**config.mk**
```make
export PLATFORM = sky130hd
export DESIGN_NAME = dmem_byte_sequencer
export DESIGN_NICKNAME = d
export VERILOG_FILES = /design/src/rtl/dmem_byte_sequencer.sv
export SDC_FILE = /design/constraint.sdc
export NUM_CORES = 1
export LEC_CHECK = 0
export ABC_AREA = 0
export BUFFER_PORTS_ARGS = -buffer_cell sky130_fd_sc_hd__buf_2
export CORE_AREA = 5 5 154 193
export DETAILED_ROUTE_END_ITERATION = 10
export DIE_AREA = 0 0 159 198
export PLACE_DENSITY = 0.44
export SLEW_MARGIN = 20
export SYNTH_ARGS = -nofsm -noshare
export SYNTH_HDL_FRONTEND = slang
export SYNTH_SLANG_ARGS = --single-unit
```
**constraint.sdc**
```tcl
create_clock -name clk -period 2.8 [get_ports clk]
set_clock_uncertainty 0.15 [all_clocks]
set_input_delay 0 -clock clk [delete_from_list [all_inputs] [get_ports clk]]
set_output_delay 0 -clock clk [all_outputs]
set_load 0.01 [all_outputs]
```
**src/rtl/dmem_byte_sequencer.sv**
```systemverilog
// Breaks one MEM-stage load/store of 1, 2 or 4 bytes into single-byte memory
// transactions, stalling the pipeline until the access completes.
module dmem_byte_sequencer #(
    parameter int TIMEOUT = 16,
    parameter int ADDR_W  = 32
) (
    input  logic              clk,
    input  logic              rst,
    input  logic              MemReadM,
    input  logic              MemWriteM,
    input  logic [2:0]        size,
    input  logic              unsigned_ld,
    input  logic [ADDR_W-1:0] addr,
    input  logic [31:0]       wdata,
    output logic [31:0]       rdata,
    output logic              stall,
    output logic              err,
    output logic              mem_en,
    output logic              mem_we,
    output logic [ADDR_W-1:0] mem_addr,
    output logic [7:0]        mem_wdata,
    input  logic [7:0]        mem_rdata,
    input  logic              mem_ready,
    output logic [1:0]        dbg_state_o
);

    typedef enum logic [1:0] {
        IDLE = 2'd0,
        XFER = 2'd1,
        DONE = 2'd2
    } state_t;

    localparam int TW = (TIMEOUT > 1) ? $clog2(TIMEOUT) : 1;
    localparam logic [TW-1:0] TLAST = TW'(TIMEOUT - 1);

    state_t            state_q, state_d;
    logic [1:0]        cnt_q, cnt_d;
    logic [1:0]        last_q, last_d;
    logic [TW-1:0]     tcnt_q, tcnt_d;
    logic [ADDR_W-1:0] addr_q, addr_d;
    logic [31:0]       wdata_q, wdata_d;
    logic              we_q, we_d;
    logic              uns_q, uns_d;
    logic [31:0]       asm_q, asm_d;
    logic [31:0]       rdata_q, rdata_d;
    logic              err_q, err_d;
    logic [31:0]       wshift;

    function automatic logic [31:0] extend(input logic [31:0] a, input logic [1:0] last,
                                           input logic uns);
        case (last)
            2'd0:    extend = {{24{a[7] & ~uns}}, a[7:0]};
            2'd1:    extend = {{16{a[15] & ~uns}}, a[15:0]};
            default: extend = a;
        endcase
    endfunction

    always_ff @(posedge clk) begin
        if (rst) begin
            state_q <= IDLE;
            cnt_q   <= '0;
            last_q  <= '0;
            tcnt_q  <= '0;
            addr_q  <= '0;
            wdata_q <= '0;
            we_q    <= 1'b0;
            uns_q   <= 1'b0;
            asm_q   <= '0;
            rdata_q <= '0;
            err_q   <= 1'b0;
        end else begin
            state_q <= state_d;
            cnt_q   <= cnt_d;
            last_q  <= last_d;
            tcnt_q  <= tcnt_d;
            addr_q  <= addr_d;
            wdata_q <= wdata_d;
            we_q    <= we_d;
            uns_q   <= uns_d;
            asm_q   <= asm_d;
            rdata_q <= rdata_d;
            err_q   <= err_d;
        end
    end

    // Byte handshake: mem_en holds one byte request (mem_addr/mem_we/mem_wdata
    // stable) until the memory returns mem_ready=1, which completes that byte.
    always_comb begin
        state_d   = state_q;
        cnt_d     = cnt_q;
        last_d    = last_q;
        tcnt_d    = tcnt_q;
        addr_d    = addr_q;
        wdata_d   = wdata_q;
        we_d      = we_q;
        uns_d     = uns_q;
        asm_d     = asm_q;
        rdata_d   = rdata_q;
        err_d     = 1'b0;
        stall     = 1'b0;
        mem_en    = 1'b0;
        mem_we    = 1'b0;
        mem_addr  = '0;
        mem_wdata = '0;
        wshift    = wdata_q >> {cnt_q, 3'b000};

        case (state_q)
            IDLE: begin
                if (MemReadM || MemWriteM) begin
                    stall   = 1'b1;
                    addr_d  = addr;
                    wdata_d = wdata;
                    we_d    = MemWriteM;
                    uns_d   = unsigned_ld;
                    cnt_d   = '0;
                    tcnt_d  = '0;
                    state_d = XFER;
                    case (size)
                        3'b001:  last_d = 2'd0;
                        3'b010:  last_d = 2'd1;
                        default: last_d = 2'd3;
                    endcase
                end
            end
            XFER: begin
                stall     = 1'b1;
                mem_en    = 1'b1;
                mem_we    = we_q;
                mem_addr  = addr_q + ADDR_W'(cnt_q);
                mem_wdata = wshift[7:0];
                if (mem_ready) begin
                    if (!we_q) begin
                        case (cnt_q)
                            2'd0:    asm_d[7:0]   = mem_rdata;
                            2'd1:    asm_d[15:8]  = mem_rdata;
                            2'd2:    asm_d[23:16] = mem_rdata;
                            default: asm_d[31:24] = mem_rdata;
                        endcase
                    end
                    cnt_d  = cnt_q + 2'd1;
                    tcnt_d = '0;
                    if (cnt_q == last_q) begin
                        state_d = DONE;
                        if (!we_q) rdata_d = extend(asm_d, last_q, uns_q);
                    end
                end else if (TIMEOUT != 0 && tcnt_q == TLAST) begin
                    // Abort: a partially assembled load is discarded.
                    state_d = DONE;
                    err_d   = 1'b1;
                    if (!we_q) rdata_d = '0;
                end else begin
                    tcnt_d = tcnt_q + 1'b1;
                end
            end
            DONE: begin
                state_d = IDLE;
            end
            default: begin
                state_d = IDLE;
            end
        endcase
    end

    assign rdata       = rdata_q;
    assign err         = err_q;
    assign dbg_state_o = state_q;

endmodule

```
==> impl.org, run 1 <==
** Global route
- Global routing usage summed across all routing layers :: 14.4%
- Maximum number of pins on one net before global-route repair :: 66
- For this run, global-route usage on met1 was measured as 18.3%.
- Number of antenna violations at the first check in global routing :: 0
- In the global route stage, met3 resource usage came out at 3.14%.
- The global routing stage identified its most utilized layer as met2.
- The first global-routing pass estimated 36700 µm of wire.
- The via count of the first global-routing pass was 6505.
- Aggregate global routing overflow :: 0
- Met2 global-route usage :: 24.2%

** Hold path
- The worst hold path belongs to the class input port to flop.

** CTS
- CTS root buf :: sky130_fd_sc_hd__clkbuf_16
- # clock sinks :: 141
- Number of buffers created by CTS :: 17
- Clock insertion delay at the later pin of the skew report :: 0.42 ns
- Clock-pin slew was measured on the worst setup and hold paths at 0.07 ns.
- H-Tree Depth :: 4
- No sink is reached through more buffers than the 2 on the longest clock path.
- TritonCTS built the clock tree.

** STA
- Headroom to the max-slew limit came out at 50.7%.
- Setup slack on the critical path of the routed design comes to 0.159 ns.
- Hold timing on the final database bottoms out at a slack of 0.0214 ns.
- Final hold viol count :: 0
- TNS Setup :: 0 ns
- Transition at the pin with the smallest max-transition slack :: 0.740 ns
- Period Utilization, post-route :: 94.3%
- Highest achievable clock rate :: 379 MHz
- RSZ-0062 raised after global routing :: false
- Final critical delay including setup and external delays :: 2.64 ns
- Setup violations remaining at the end of the flow were counted as 0.
- The final-report max-slew violation count was 0.

** Route
- The pre-antenna-repair detailed-routing pass consisted of 6 iterations.
- For this block, the via count after detailed routing is 6479.
- After detailed routing, the average wire length per cell comes to 16.6 µm.
- Drc violations :: 0
- Wires add up to 22900 µm.
- In this run, the number of DRC markers left after iteration 0 of detailed routing was 264.
- Final antenna-violating net count :: 0
- Via density per instance :: 4.71

** Final layout
- Antenna cells :: 0
- The post-route netlist has 23.9% of its cells at a drive strength greater than 1.
- Filler Cells Inserted :: 2883
- Final standard cell area without fillers :: 9410 µm²
- Area overhead of the layout relative to synthesis :: 38.5%
- Post-route insts no fill :: 1377
- Net count of the finished layout :: 1103
- Cells fill 34.2% of the core in the end.

** Floorplanning
- Number of placement rows :: 68
- Initial standard-cell utilization of the core :: 24.7%
- Boundary Pins :: 159
- Die Span X :: 159 µm
- Chip Height :: 198 µm
- Core box area :: 27500 µm²
- Area of the die :: 31500 µm²

** Yosys
- Main flop type after synthesis :: sky130_fd_sc_hd__dfxtp_1
- In this run the cell area of the synthesized design comes to 6790 µm².
- Of all flip-flops after synthesis, the portion carrying an async set or reset was 0%.
- Yosys top cell by area :: sky130_fd_sc_hd__dfxtp_1
- Of the synthesized area, sequential elements account for 41.6%.
- The synthesized design contains 0 enable-type register cells.
- For this run, the number of Yosys warnings is 0.
- Sorting the synthesized cells by how often they occur yields sky130_fd_sc_hd__nand2_1 (158), sky130_fd_sc_hd__dfxtp_1 (141), sky130_fd_sc_hd__a21oi_1 (98).
- A synthesized cell averages 8.57 µm².
- The number of nets handed over by synthesis was 882.
- Number of distinct library cells after synthesis :: 60
- In the synthesized netlist, the number of instances is 793.
- After synthesis the netlist holds a flip-flop and latch count of 141.
- The share of synthesized area in the top cell type comes to 41.6%.
- Main area contributors after synthesis :: sky130_fd_sc_hd__dfxtp_1 (42%), sky130_fd_sc_hd__nand2_1 (8.7%), sky130_fd_sc_hd__mux2i_1 (8.4%)
- The most common cell in the synthesized netlist is sky130_fd_sc_hd__nand2_1.

** Place
- Including well taps, the total number of placed cells is 1259.
- HPWL reported at the end of detailed placement :: 15900 µm
- Routability-driven placement finished with a final weighted congestion of 0.812.
- Buffers on Ports :: 158
- Timing analysis after detailed placement gives a worst setup slack of 0.465 ns.
- Post-detailed-placement cell area :: 7920 µm²

** Power and ir drop
- Leak pwr :: 3.80 nW
- Max VDD drop :: 379 µV
- Overall Power :: 5.55 mW
- Dividing total power by cell area gives a power density of 590 nW/µm².

** Worst setup path
- STA classifies the critical path endpoint as a primary output.
- Signal arrival time at the worst endpoint :: 2.49 ns
- Critical path launch point type :: flop
- Worst endpoint required time :: 2.65 ns
- Peak fanout along the critical path :: 7
- Ordered list of cells on the worst path :: ha_1, a21oi_1, nor4_4, or4b_1, a21oi_1, buf_2
- Top cell by count, worst path :: sky130_fd_sc_hd__a21oi_1
- Path type of the worst setup path :: flop to primary output
- Library cell contributing the largest single delay on the critical path :: sky130_fd_sc_hd__or4b_1
- For this run, the slowest stage of the critical path takes 0.47 ns.

** Run status
- The flow ran to the end, and the final reports show no timing, DRC or antenna violations.

** Run
- Max-cap violations in this run came to 0.
## per-layer routing
metal,wire [µm],vias to the layer above
met3,923,27
met1,10300,3043
li1,-,3252
met2,11200,157
met5,0,-
met4,465,0
## where the power goes
part / internal, mW / switching, mW / leakage (nW) / total [mW]
clock: 1.37 / 1.04 / 0.307 / 2.41
sequential: 2.13 / 0.112 / 1.15 / 2.24
combinational: 0.388 / 0.508 / 2.34 / 0.896
## flip-flops by register name, indices dropped and copies added (netlist names)
name         count
rdata           32
we_q             1
asm_q           32
cnt_q            2
dbg_state_o      2
err              1
wdata_q         32
addr_q          32
tcnt_q           4
last_q           2
uns_q            1
## cells in the final DEF, fill, tap and decap left out, types with 5 or more instances in the layout
| master | instances |
|---|---|
| sky130_fd_sc_hd__xnor2_1 | 9 |
| sky130_fd_sc_hd__nand2_1 | 157 |
| sky130_fd_sc_hd__dfxtp_1 | 139 |
| sky130_fd_sc_hd__inv_8 | 6 |
| sky130_fd_sc_hd__dlygate4sd3_1 | 85 |
| sky130_fd_sc_hd__a22o_1 | 8 |
| sky130_fd_sc_hd__a32o_1 | 16 |
| sky130_fd_sc_hd__clkbuf_16 | 17 |
| sky130_fd_sc_hd__a211oi_1 | 10 |
| sky130_fd_sc_hd__nand3_1 | 17 |
| sky130_fd_sc_hd__buf_2 | 157 |
| sky130_fd_sc_hd__nor3_1 | 6 |
| sky130_fd_sc_hd__xor2_1 | 7 |
| sky130_fd_sc_hd__and2_1 | 17 |
| sky130_fd_sc_hd__a21oi_1 | 97 |
| sky130_fd_sc_hd__mux2i_1 | 57 |
| sky130_fd_sc_hd__o31ai_1 | 9 |
| sky130_fd_sc_hd__nand4_1 | 5 |
| sky130_fd_sc_hd__nor4_1 | 5 |
| sky130_fd_sc_hd__nor2b_1 | 5 |
| sky130_fd_sc_hd__or3_1 | 6 |
| sky130_fd_sc_hd__o22ai_1 | 8 |
| sky130_fd_sc_hd__ha_1 | 6 |
| sky130_fd_sc_hd__o2bb2ai_1 | 7 |
| sky130_fd_sc_hd__nor2_1 | 50 |
| sky130_fd_sc_hd__inv_1 | 7 |
| sky130_fd_sc_hd__mux4_2 | 8 |
| sky130_fd_sc_hd__or4_1 | 8 |
| sky130_fd_sc_hd__buf_4 | 23 |
| sky130_fd_sc_hd__o21ai_0 | 10 |
## cells by family (layout without fill, tap and decap cells)
kind of cell,count (synthesis),in the layout,synth area share [%]
fa+ha+maj,8,8,1.58
flops,141,141,41.6
compound gates,179,179,16.7
simple gates,312,312,22.2
buf+inv,71,305,4.66
mux,66,66,11.3
xor+xnor,16,16,2.06
## path summary, 6_finish.rpt
path | start | endpoint | slack [ns] | cells after the start
max | cnt_q[1] | mem_addr[29] | 0.16 | 6
min | MemReadM | tcnt_q[1] | 0.02 | 5
max reg2reg | cnt_q[0] | rdata[7] | 0.23 | 7
min reg2reg | wdata_q[26] | wdata_q[26] | 0.30 | 2
## critical path: cells and delay by family, from the launching register on
family	cells	cell delay, ns
buf+inv	1	0.16
fa+ha+maj	1	0.31
compound gates	2	0.32
flops	1	0.37
simple gates	2	0.92
## cell type report
| cell class | instances | area [µm²] | area share [%] |
|---|---|---|---|
| multi-input combinational | 581 | 3670 | 39.0 |
| sequential | 141 | 2830 | 30.0 |
| timing repair buffer | 266 | 1830 | 19.4 |
| tap | 350 | 438 | 4.65 |
| clock buffer | 17 | 425 | 4.52 |
| clock inverter | 15 | 196 | 2.09 |
| inverter | 7 | 26.3 | 0.279 |
## repair_timing
item | in CTS | in global routing
setup endpoints to repair | 0 | 8
hold buffers | 85 | 0
buffers inserted | 0 | 1
hold endpoints to repair | 124 | 0
gates resized for setup | 0 | 5
Power figures use the tool's default switching activity.
==> run 2, diff against run 1 <==
Settings changed: CELL_PAD_IN_SITES_DETAIL_PLACEMENT set to 0, CELL_PAD_IN_SITES_GLOBAL_PLACEMENT set to 1, PLACE_DENSITY 0.44 to 0.55.
==> run 2 against run 1 <==
Global-route usage grew 0.14 points. Register-to-register slack gained 0.12 ns. Maximum frequency shrank 2.6%. Largest power group unchanged. Sequential share of layout area shrank 0.17 points. Largest cell class unchanged. Sequential cell count is the same. Total power shrank 0.61%. Combinational power grew 3.2%.
==> impl.org, run 2 (same netlist as run 1, synthesis figures left out) <==
** Final layout
- Fraction of final layout cells with drive strength greater than 1 :: 23.0%
- Filler Cells Inserted :: 2922
- From synthesis to final layout, the design area changed by 39.1%.
- In the layout the commonest cells are sky130_fd_sc_hd__nand2_1 (157), sky130_fd_sc_hd__buf_2 (157), sky130_fd_sc_hd__dfxtp_1 (141), sky130_fd_sc_hd__a21oi_1 (97), sky130_fd_sc_hd__dlygate4sd3_1 (93).
- Antenna cells :: 0
- After the last flow step, the layout net total stands at 1106.

** Global route
- Aggregate global routing overflow :: 0
- Global routing usage summed across all routing layers :: 14.5%
- Vias in the first global route :: 6568
- Most Used Layer, Global Route :: met2
- For met2 alone, demand over resource in global routing was 24.5%.
- For this run, global-route usage on met3 was measured as 3.06%.
- Entering global routing, the biggest net connects 66 pins.
- The first global-routing pass estimated 37000 µm of wire.
- The number of antenna violations at the first check in global routing came to 0.
- For met1 alone, demand over resource in global routing was 18.6%.

** STA
- Final hold viol count :: 0
- At the pin with the least slew margin, the transition time is 0.743 ns.
- The worst path uses 96.9% of the clock period.
- Worst max-slew margin expressed relative to the limit :: 50.5%
- Worst Setup Slack, final :: 0.0873 ns
- Setup repair after global routing left no endpoint under its margin.
- Highest achievable clock rate :: 369 MHz
- TNS Setup :: 0 ns
- Max-slew violation total from the final report :: 0
- Final setup violation count :: 0
- The routed design could run at a clock period as short as 2.71 ns.

** Power and ir drop
- For this design the ratio of total power to cell area is 584 nW/µm².
- Max VDD drop :: 396 µV
- The analysis attributes to cell leakage a power of 3.82 nW.

** Place
- The congestion estimate from routability-driven global placement came to 0.763.
- Buffers on Ports :: 158
- Worst Setup Slack post-DPL :: 0.388 ns
- HPWL reported at the end of detailed placement :: 15800 µm

** Floorplanning
- The die covers 31500 µm².
- From bottom edge to top edge, the die measures 198 µm.
- Initial standard-cell utilization of the core :: 24.7%
- The region available for standard cell placement spans 27500 µm².
- Number of placement rows :: 68
- From left edge to right edge, the die measures 159 µm.
- In this run the count of I/O pins placed on the die edge is 159.

** CTS
- Clock tree synthesis inserted a total of 17 buffers.
- The H-tree was split into 4 levels.
- For this design, the sink count on the clock tree is 141.
- TritonCTS built the clock tree.
- Clock insertion delay at the later pin of the skew report :: 0.43 ns
- CTS root buf :: sky130_fd_sc_hd__clkbuf_16
- Clock transition time at the flip-flop clock pins of the worst setup and hold paths :: 0.07 ns
- In this run the deepest clock path goes through 2 buffers.

** Worst setup path
- The worst setup path is of the flop to primary output kind.
- Worst endpoint required time :: 2.65 ns
- STA classifies the critical path startpoint as a flop.
- Top cell by count, worst path :: sky130_fd_sc_hd__a21oi_1
- CP peak stage delay :: 0.48 ns
- For the worst setup path, the data arrival time is 2.56 ns.
- Type of destination of the critical path :: primary output
- Library cell contributing the largest single delay on the critical path :: sky130_fd_sc_hd__or4b_1
- Of all nets on the critical path, the largest fanout is 6.
- Ordered list of cells on the worst path :: ha_1, a21oi_1, nor4_4, or4b_1, a21oi_1, buf_2

** Route
- For this run, the detailed router's first-pass iteration total came to 4.
- Drc violations :: 0
- After detailed routing, the number of vias per cell comes to 4.68.
- Total wirelength of the detailed-routed design :: 23000 µm
- Routed via count :: 6452
- After detailed routing, the average wire length per cell comes to 16.7 µm.
- The count of nets left with antenna violations once routing finished came out at 0.
- After the first detailed-routing iteration, the DRC count stood at 249.

** Run
- Max-capacitance violation count :: 0

** Hold path
- The path class of the tightest hold or removal check is input port to flop.

** Run status
- Outcome :: finished clean
## run 2: repair_timing
item                       4_1_cts  5_1_grt
setup endpoints to repair        4        4
buffers inserted                 0        0
hold buffers                    93        0
hold endpoints to repair       123        0
gates resized for setup          1        2
## run 2: final timing paths
path / cells after the start / endpoint / startpoint / slack [ns]
setup / recovery: 6 / mem_addr[29] / cnt_q[1] / 0.09
hold / removal: 4 / wdata_q[8] / wdata[8] / 0.21
setup reg to reg: 6 / wdata_q[21] / dbg_state_o[1] / 0.35
hold reg to reg: 2 / wdata_q[26] / wdata_q[26] / 0.30
## run 2: where the power goes
group	switching [mW]	internal (mW)
Combinational	0.522	0.404
Sequential	0.102	2.13
Clock	1.01	1.35
## run 2: through the flow
| stage | utilization, % | std cells | hold slack (ns) | power (mW) | area (µm²) |
|---|---|---|---|---|---|
| finish | 34.4 | 1380 | 0.210 | 5.52 | 9450 |
| global route | 34.4 | 1380 | 0.210 | 5.78 | 9450 |
| CTS | 34.3 | 1380 | 0.186 | 5.61 | 9440 |
| detailed placement | 28.8 | 1255 | 0.0997 | 3.10 | 7900 |
| global placement | 28.8 | 1255 | 0.0992 | 3.10 | 7900 |
| floorplan | - | 793 | -0.0140 | 2.78 | 6790 |
## run 2: worst max-delay path: cells and delay by family (launching register included)
kind / cells / cell delay, ns
adders and majority gates: 1 / 0.32
and+or+nand+nor: 2 / 0.94
buffers and inverters: 1 / 0.17
AOI/OAI and AO/OA: 2 / 0.35
DFF: 1 / 0.35
## run 2: final cells by class
type	count	area [µm²]	share of cell area, %
clock inverter	15	178	1.88
timing repair buffer	269	1880	19.9
sequential	141	2820	29.9
clock buffer	17	425	4.50
multi-input combinational	581	3680	38.9
inverter	7	26.3	0.278
tap	350	438	4.63
## run 2: layer usage
metal	vias to the layer above	share of wire [%]
met2	152	49
li1	3256	-
met4	0	2.0
met3	28	3.8
met5	-	0
met1	3016	46
